==> src/rtl/uart_rx_fifo.sv <==
// UART receiver (8N1, or 8E1 when UART_RX_PARITY_EN is defined) feeding a show-ahead
// byte FIFO drained with a valid/ready handshake; sticky error flags cleared by err_clr.
module uart_rx_fifo #(
    parameter int CLKS_PER_BIT = 434,
    parameter int FIFO_AW      = 3
) (
    input  logic             clk,
    input  logic             reset,
    input  logic             ser_rx,
    output logic [7:0]       rd_data,
    output logic             rd_valid,
    input  logic             rd_ready,
    output logic [FIFO_AW:0] fifo_count,
    input  logic             err_clr,
    output logic             overrun,
    output logic             frame_err,
    output logic             parity_err
);
    localparam int DEPTH = 2 ** FIFO_AW;
    localparam int CW    = $clog2(CLKS_PER_BIT);
    localparam logic [CW-1:0]    HALF_LOAD = CW'(CLKS_PER_BIT / 2 - 1);
    localparam logic [CW-1:0]    FULL_LOAD = CW'(CLKS_PER_BIT - 1);
    localparam logic [FIFO_AW:0] DEPTH_CNT = (FIFO_AW + 1)'(DEPTH);

    localparam logic [2:0] S_IDLE   = 3'd0;
    localparam logic [2:0] S_START  = 3'd1;
    localparam logic [2:0] S_DATA   = 3'd2;
`ifdef UART_RX_PARITY_EN
    localparam logic [2:0] S_PARITY = 3'd3;
`endif
    localparam logic [2:0] S_STOP   = 3'd4;

    // Two-flop synchroniser plus a delayed copy for falling-edge detection
    logic sync1_reg, rx_s_reg, rx_prev_reg;

    always_ff @(posedge clk or posedge reset) begin
        if (reset) begin
            sync1_reg   <= 1'b1;
            rx_s_reg    <= 1'b1;
            rx_prev_reg <= 1'b1;
        end else begin
            sync1_reg   <= ser_rx;
            rx_s_reg    <= sync1_reg;
            rx_prev_reg <= rx_s_reg;
        end
    end

    logic [2:0]    state_reg;
    logic [CW-1:0] cnt_reg;
    logic [2:0]    bit_idx_reg;
    logic [7:0]    shift_reg;
    logic          tick;
    logic          stop_tick;
    logic          push_req;
    logic          frame_set;

    assign tick      = (cnt_reg == '0);
    assign stop_tick = (state_reg == S_STOP) && tick;
    assign frame_set = stop_tick && !rx_s_reg;

`ifdef UART_RX_PARITY_EN
    logic bad_reg;
    logic parity_set;
    logic parity_err_reg;

    assign parity_set = (state_reg == S_PARITY) && tick && (rx_s_reg != ^shift_reg);
    assign push_req   = stop_tick && rx_s_reg && !bad_reg;
`else
    assign push_req   = stop_tick && rx_s_reg;
`endif

    always_ff @(posedge clk or posedge reset) begin
        if (reset) begin
            state_reg   <= S_IDLE;
            cnt_reg     <= '0;
            bit_idx_reg <= '0;
            shift_reg   <= '0;
`ifdef UART_RX_PARITY_EN
            bad_reg     <= 1'b0;
`endif
        end else begin
            case (state_reg)
                S_IDLE: begin
                    if (rx_prev_reg && !rx_s_reg) begin
                        cnt_reg   <= HALF_LOAD;
                        state_reg <= S_START;
                    end
                end
                S_START: begin
                    if (tick) begin
                        // A start bit that is high again at mid-bit was a glitch
                        if (!rx_s_reg) begin
                            cnt_reg     <= FULL_LOAD;
                            bit_idx_reg <= '0;
`ifdef UART_RX_PARITY_EN
                            bad_reg     <= 1'b0;
`endif
                            state_reg   <= S_DATA;
                        end else begin
                            state_reg <= S_IDLE;
                        end
                    end else begin
                        cnt_reg <= cnt_reg - 1'b1;
                    end
                end
                S_DATA: begin
                    if (tick) begin
                        shift_reg   <= {rx_s_reg, shift_reg[7:1]};
                        cnt_reg     <= FULL_LOAD;
                        bit_idx_reg <= bit_idx_reg + 1'b1;
                        if (bit_idx_reg == 3'd7) begin
`ifdef UART_RX_PARITY_EN
                            state_reg <= S_PARITY;
`else
                            state_reg <= S_STOP;
`endif
                        end
                    end else begin
                        cnt_reg <= cnt_reg - 1'b1;
                    end
                end
`ifdef UART_RX_PARITY_EN
                S_PARITY: begin
                    if (tick) begin
                        bad_reg   <= parity_set;
                        cnt_reg   <= FULL_LOAD;
                        state_reg <= S_STOP;
                    end else begin
                        cnt_reg <= cnt_reg - 1'b1;
                    end
                end
`endif
                S_STOP: begin
                    if (tick) state_reg <= S_IDLE;
                    else      cnt_reg   <= cnt_reg - 1'b1;
                end
                default: state_reg <= S_IDLE;
            endcase
        end
    end

    // Show-ahead FIFO: head byte is read combinationally from the array
    logic [7:0]         mem [0:DEPTH-1];
    logic [FIFO_AW-1:0] wr_ptr_reg, rd_ptr_reg;
    logic [FIFO_AW:0]   count_reg;
    logic               full, pop, push, overrun_set;
    logic               overrun_reg, frame_err_reg;

    assign full        = (count_reg == DEPTH_CNT);
    assign pop         = rd_valid && rd_ready;
    assign push        = push_req && (!full || pop);
    assign overrun_set = push_req && full && !pop;

    always_ff @(posedge clk) begin
        if (push) mem[wr_ptr_reg] <= shift_reg;
    end

    always_ff @(posedge clk or posedge reset) begin
        if (reset) begin
            wr_ptr_reg <= '0;
            rd_ptr_reg <= '0;
            count_reg  <= '0;
        end else begin
            if (push) wr_ptr_reg <= wr_ptr_reg + 1'b1;
            if (pop)  rd_ptr_reg <= rd_ptr_reg + 1'b1;
            if (push && !pop)      count_reg <= count_reg + 1'b1;
            else if (pop && !push) count_reg <= count_reg - 1'b1;
        end
    end

    // Sticky flags: a set in the same cycle as err_clr takes priority
    always_ff @(posedge clk or posedge reset) begin
        if (reset) begin
            overrun_reg   <= 1'b0;
            frame_err_reg <= 1'b0;
`ifdef UART_RX_PARITY_EN
            parity_err_reg <= 1'b0;
`endif
        end else begin
            overrun_reg   <= overrun_set | (overrun_reg & ~err_clr);
            frame_err_reg <= frame_set | (frame_err_reg & ~err_clr);
`ifdef UART_RX_PARITY_EN
            parity_err_reg <= parity_set | (parity_err_reg & ~err_clr);
`endif
        end
    end

    assign rd_valid   = (count_reg != '0);
    assign rd_data    = rd_valid ? mem[rd_ptr_reg] : 8'h00;
    assign fifo_count = count_reg;
    assign overrun    = overrun_reg;
    assign frame_err  = frame_err_reg;
`ifdef UART_RX_PARITY_EN
    assign parity_err = parity_err_reg;
`else
    assign parity_err = 1'b0;
`endif

endmodule

==> config.mk <==
export PLATFORM = sky130hd
export DESIGN_NAME = uart_rx_fifo
export DESIGN_NICKNAME = d
export VERILOG_FILES = /design/src/rtl/uart_rx_fifo.sv
export SDC_FILE = /design/constraint.sdc
export NUM_CORES = 1
export LEC_CHECK = 0
export ABC_AREA = 1
export CORE_MARGIN = 2
export CORE_UTILIZATION = 40
export CTS_CLUSTER_SIZE = 10
export DETAILED_ROUTE_END_ITERATION = 7
export PLACE_DENSITY = 0.59
export REMOVE_ABC_BUFFERS = 1
export SYNTH_ARGS = -nofsm -noshare
export SYNTH_HDL_FRONTEND = slang
export SYNTH_SLANG_ARGS = --single-unit
==> constraint.sdc <==
create_clock -name clk -period 3.5 [get_ports clk]
set_clock_uncertainty 0.15 [all_clocks]
set_input_delay 0.35 -clock clk [delete_from_list [all_inputs] [get_ports clk]]
set_output_delay 0.35 -clock clk [all_outputs]
set_load 0.03 [all_outputs]
==> metrics.md <==
| Metric | Value |
|---|---|
| Die boundary height | `111.9 um` |
| Start-to-end type of the worst setup path | `flip-flop to output port` |
| Depth of the worst register-to-register path | `17` |
| Critical path launch point type | `flip-flop` |
| DRC Markers | `0` |
| Reg2Reg Capture Point | `fifo_count[3]` |
| Max-cap viol count | `0` |
| Mean instance size in the synthesized netlist | `between 10 and 15 um^2` |
| Max Freq | `~340 MHz` |
| Global-route usage over all layers | `0.1471` |
| Layout fillers | `roughly 1000` |
| IO Port Bufs | `19` |
| Number of iterations in the first detailed-routing pass | `4` |
| Flip-flop count of the largest register after layout | `between 60 and 70` |
| Number of buffers on the longest clock path | `2` |
| Leading area contributor after synthesis | `sky130_fd_sc_hd__edfxtp_1` |
| Gate Count Post-Synth | `about 440` |
| Initial antenna violation count | `0` |
| WL final | `~8800 um` |
| Peak supply drop | `between 0.6 and 0.7 mV` |
| Class of the most critical hold timing path | `flip-flop to flip-flop` |
| Worst Hold Depth | `0` |
| Final-stage net count | `about 480` |
| Post-synth top cells | `sky130_fd_sc_hd__nor2_1 (70), sky130_fd_sc_hd__edfxtp_1 (64), sky130_fd_sc_hd__nand2_1 (59), sky130_fd_sc_hd__o21ai_0 (47), sky130_fd_sc_hd__dfrtp_1 (35)` |
| Number of antenna repair diodes | `0` |
| Flip-flop cell with the highest count after synthesis | `sky130_fd_sc_hd__edfxtp_1` |
| Netlist Area Pre-Place | `~4700 um^2` |
| Effective utilization at floorplan | `0.4094` |
| Clock network latency to the later pin of the worst-skew pair | `approximately 340 ps` |
| Worst reg2reg path startpoint | `cnt_reg[0]` |
| Hold-critical path endpoint | `rx_s_reg` |
| Share of Yosys cell area claimed by the top area cell type | `0.4129` |
| Count of hold-fix buffers inserted at cts | `0` |
| Detailed Place HPWL | `between 6000 and 7000 um` |
| # clock sinks | `around 100` |
| Area delta synth->final | `15.19%` |
| Multi-input gate area | `about 1600 um^2` |
| Top area cells in the synthesized netlist | `sky130_fd_sc_hd__edfxtp_1 (41%), sky130_fd_sc_hd__dfrtp_1 (19%), sky130_fd_sc_hd__nor2_1 (5.6%), sky130_fd_sc_hd__o21ai_0 (5.1%), sky130_fd_sc_hd__nand2_1 (4.8%)` |
| Worst Slack Setup Final | `537.6 ps` |
| Minimum setup slack among reg-to-reg paths | `roughly 570 ps` |
| Gp weighted congestion | `~0.84` |
| Dpl ws | `between 500 and 600 ps` |
| Arrival time of data at the critical path endpoint | `2460 ps` |
| Total design power | `a little over 4000 uW` |
| Required arrival time at the worst endpoint | `~3000 ps` |
| Total gr overflow | `0` |
| Number of resized instances in the post-cts repair step | `0` |
| Leakage power total | `around 0.0022 uW` |
| Dominant cell by count in the synthesized netlist | `sky130_fd_sc_hd__nor2_1` |
| Part of the cycle the worst path needs | `0.8464` |
| RSZ-0062 raised after global routing | `false` |
| Fraction of the yosys area taken by sequential cells | `0.6180` |
| Hold Vio Cnt, Final | `0` |
| Via count of the first global-routing pass | `3078` |
| Area of all sequential standard cells | `2877 um^2` |
| Root cell of the clock tree | `sky130_fd_sc_hd__clkbuf_16` |
| # H-tree levels | `3` |
| Remaining antenna violation count | `0` |
| Share of final-layout standard cells stronger than drive strength 1 | `0.1441` |
| Clock tree from TritonCTS | `yes` |
| Starting DRC count in detailed routing | `155` |
| Sum Neg Setup Slack | `0 ps` |
| Asr flop ratio synth | `0.3725` |
| Worst hold margin | `around 210 ps` |
| Final core utilization | `0.4716` |
| Hold Startpoint | `sync1_reg` |
| Power per cell area | `around 780 nW/um^2` |
| Final min period | `2962 ps` |
| Clock edge transition at the registers on the reported setup and hold paths | `approximately 80 ps` |
| Number of warnings printed during yosys synthesis | `0` |
| Detail-routed net length per standard cell | `roughly 14 um` |
| Largest net degree at the start of global routing | `39` |
| Number of setup buffers added after CTS | `0` |
| Row cnt | `39` |
| Die W | `~110 um` |
| Global-route wire length before repair | `around 15000 um` |
| Final max-slew violation count | `0` |
| Worst setup EP type | `output port` |
| Count of state elements after synthesis | `~100` |
| Die area | `~13000 um^2` |
| Final setup viols | `0` |
| Core region area | `approximately 11000 um^2` |
| Status | `finished clean` |
| Number of buffers inserted during clock tree synthesis | `9` |
| Ports | `21` |
| EDFF count, synth | `64` |
| Per-cell via count in the routed design | `5.086` |
| Library cells used by synthesis | `35` |
| Highest net fanout along the worst path | `12` |
| Total via count in the routed design | `3128` |
cell usage in the layout, fill, tap and decap left out, types with 2 or more instances in the layout:
cell                              instances
sky130_fd_sc_hd__inv_1                   26
sky130_fd_sc_hd__mux2i_1                  8
sky130_fd_sc_hd__nor2_1                  70
sky130_fd_sc_hd__inv_6                    2
sky130_fd_sc_hd__nor2_4                   5
sky130_fd_sc_hd__ha_1                     9
sky130_fd_sc_hd__nand2_1                 59
sky130_fd_sc_hd__clkdlybuf4s50_1         19
sky130_fd_sc_hd__mux2_2                   9
sky130_fd_sc_hd__nand2_2                  4
sky130_fd_sc_hd__o21ai_0                 47
sky130_fd_sc_hd__nand3_4                  3
sky130_fd_sc_hd__nand3_1                 19
sky130_fd_sc_hd__nand4_1                  4
sky130_fd_sc_hd__o21ai_1                  7
sky130_fd_sc_hd__edfxtp_1                64
sky130_fd_sc_hd__inv_2                    9
sky130_fd_sc_hd__dfstp_2                  3
sky130_fd_sc_hd__inv_8                    3
sky130_fd_sc_hd__o22ai_1                 12
sky130_fd_sc_hd__dfrtp_1                 35
sky130_fd_sc_hd__a21oi_1                  5
sky130_fd_sc_hd__clkbuf_16                9
sky130_fd_sc_hd__xor2_1                   4
sky130_fd_sc_hd__buf_4                   14
sky130_fd_sc_hd__nor3_1                   8
sky130_fd_sc_hd__xnor2_1                  3
routing by layer:
metal | share of wire | track usage | vias up
li1 | - | - | 1560
met1 | 0.47 | 0.1971 | 1493
met2 | 0.47 | 0.2384 | 61
met3 | 0.038 | 0.02395 | 14
met4 | 0.019 | 0.06337 | 0
met5 | 0 | 0 | -
kinds of logic (layout without fill, tap and decap cells):
kind of cell,after synthesis,in the layout,synth area share
AOI/OAI and AO/OA,73,73,0.08306
xor gates and xnor gates,7,7,0.01317
adders and majority gates,10,10,0.02850
buffers and inverters,48,85,0.04140
DFF,102,102,0.6180
muxes,17,17,0.03898
other,1,1,0.0008057
and+or+nand+nor,177,177,0.1761
where the power goes:
| group | switching [uW] | internal, uW | total (uW) | leakage, uW |
|---|---|---|---|---|
| combinational | 1050 | 640 | 1690 | 0.000986 |
| sequential | 138 | 1360 | 1500 | 0.00106 |
| clock | 470 | 502 | 972 | 0.000144 |
worst max-delay path by stage:
stage	slack (ps)	cells after the start	start	end
global placement	640	14	rd_ready	fifo_count[3]
CTS	530	8	rd_ptr_reg[0]	rd_data[0]
detailed placement	560	14	rd_ready	fifo_count[3]
global route	240	17	cnt_reg[0]	fifo_count[3]
floorplan	830	17	cnt_reg[0]	fifo_count[3]
finish	540	8	rd_ptr_reg[0]	rd_data[0]
stage by stage:
| step | area (um^2) | cells |
|---|---|---|
| 6_report | 5361 | 615 |
| 5_1_grt | 5361 | 615 |
| 4_1_cts | 5361 | 615 |
| 3_5_place_dp | 5072 | 599 |
| 3_3_place_gp | 5072 | 599 |
| 2_1_floorplan | 4598 | 423 |
worst max-delay path, cell delays in order, from the launching register on:
cell                              delay (ps)
sky130_fd_sc_hd__dfrtp_1                 600
sky130_fd_sc_hd__buf_4                   270
sky130_fd_sc_hd__nor2_1                   60
sky130_fd_sc_hd__nor2_1                   70
sky130_fd_sc_hd__o21ai_0                  80
sky130_fd_sc_hd__o21ai_0                  90
sky130_fd_sc_hd__o21ai_0                 140
sky130_fd_sc_hd__nor2_1                  140
sky130_fd_sc_hd__clkdlybuf4s50_1         670
cell type report:
type | instances | area share
Sequential cell | 102 | 0.5365
Timing Repair Buffer | 33 | 0.05508
Tap cell | 143 | 0.03337
Inverter | 36 | 0.02544
Clock inverter | 7 | 0.01190
Clock buffer | 9 | 0.04201
Multi-Input combinational cell | 285 | 0.2957
Note: power is estimated with default switching activity, not from simulation.
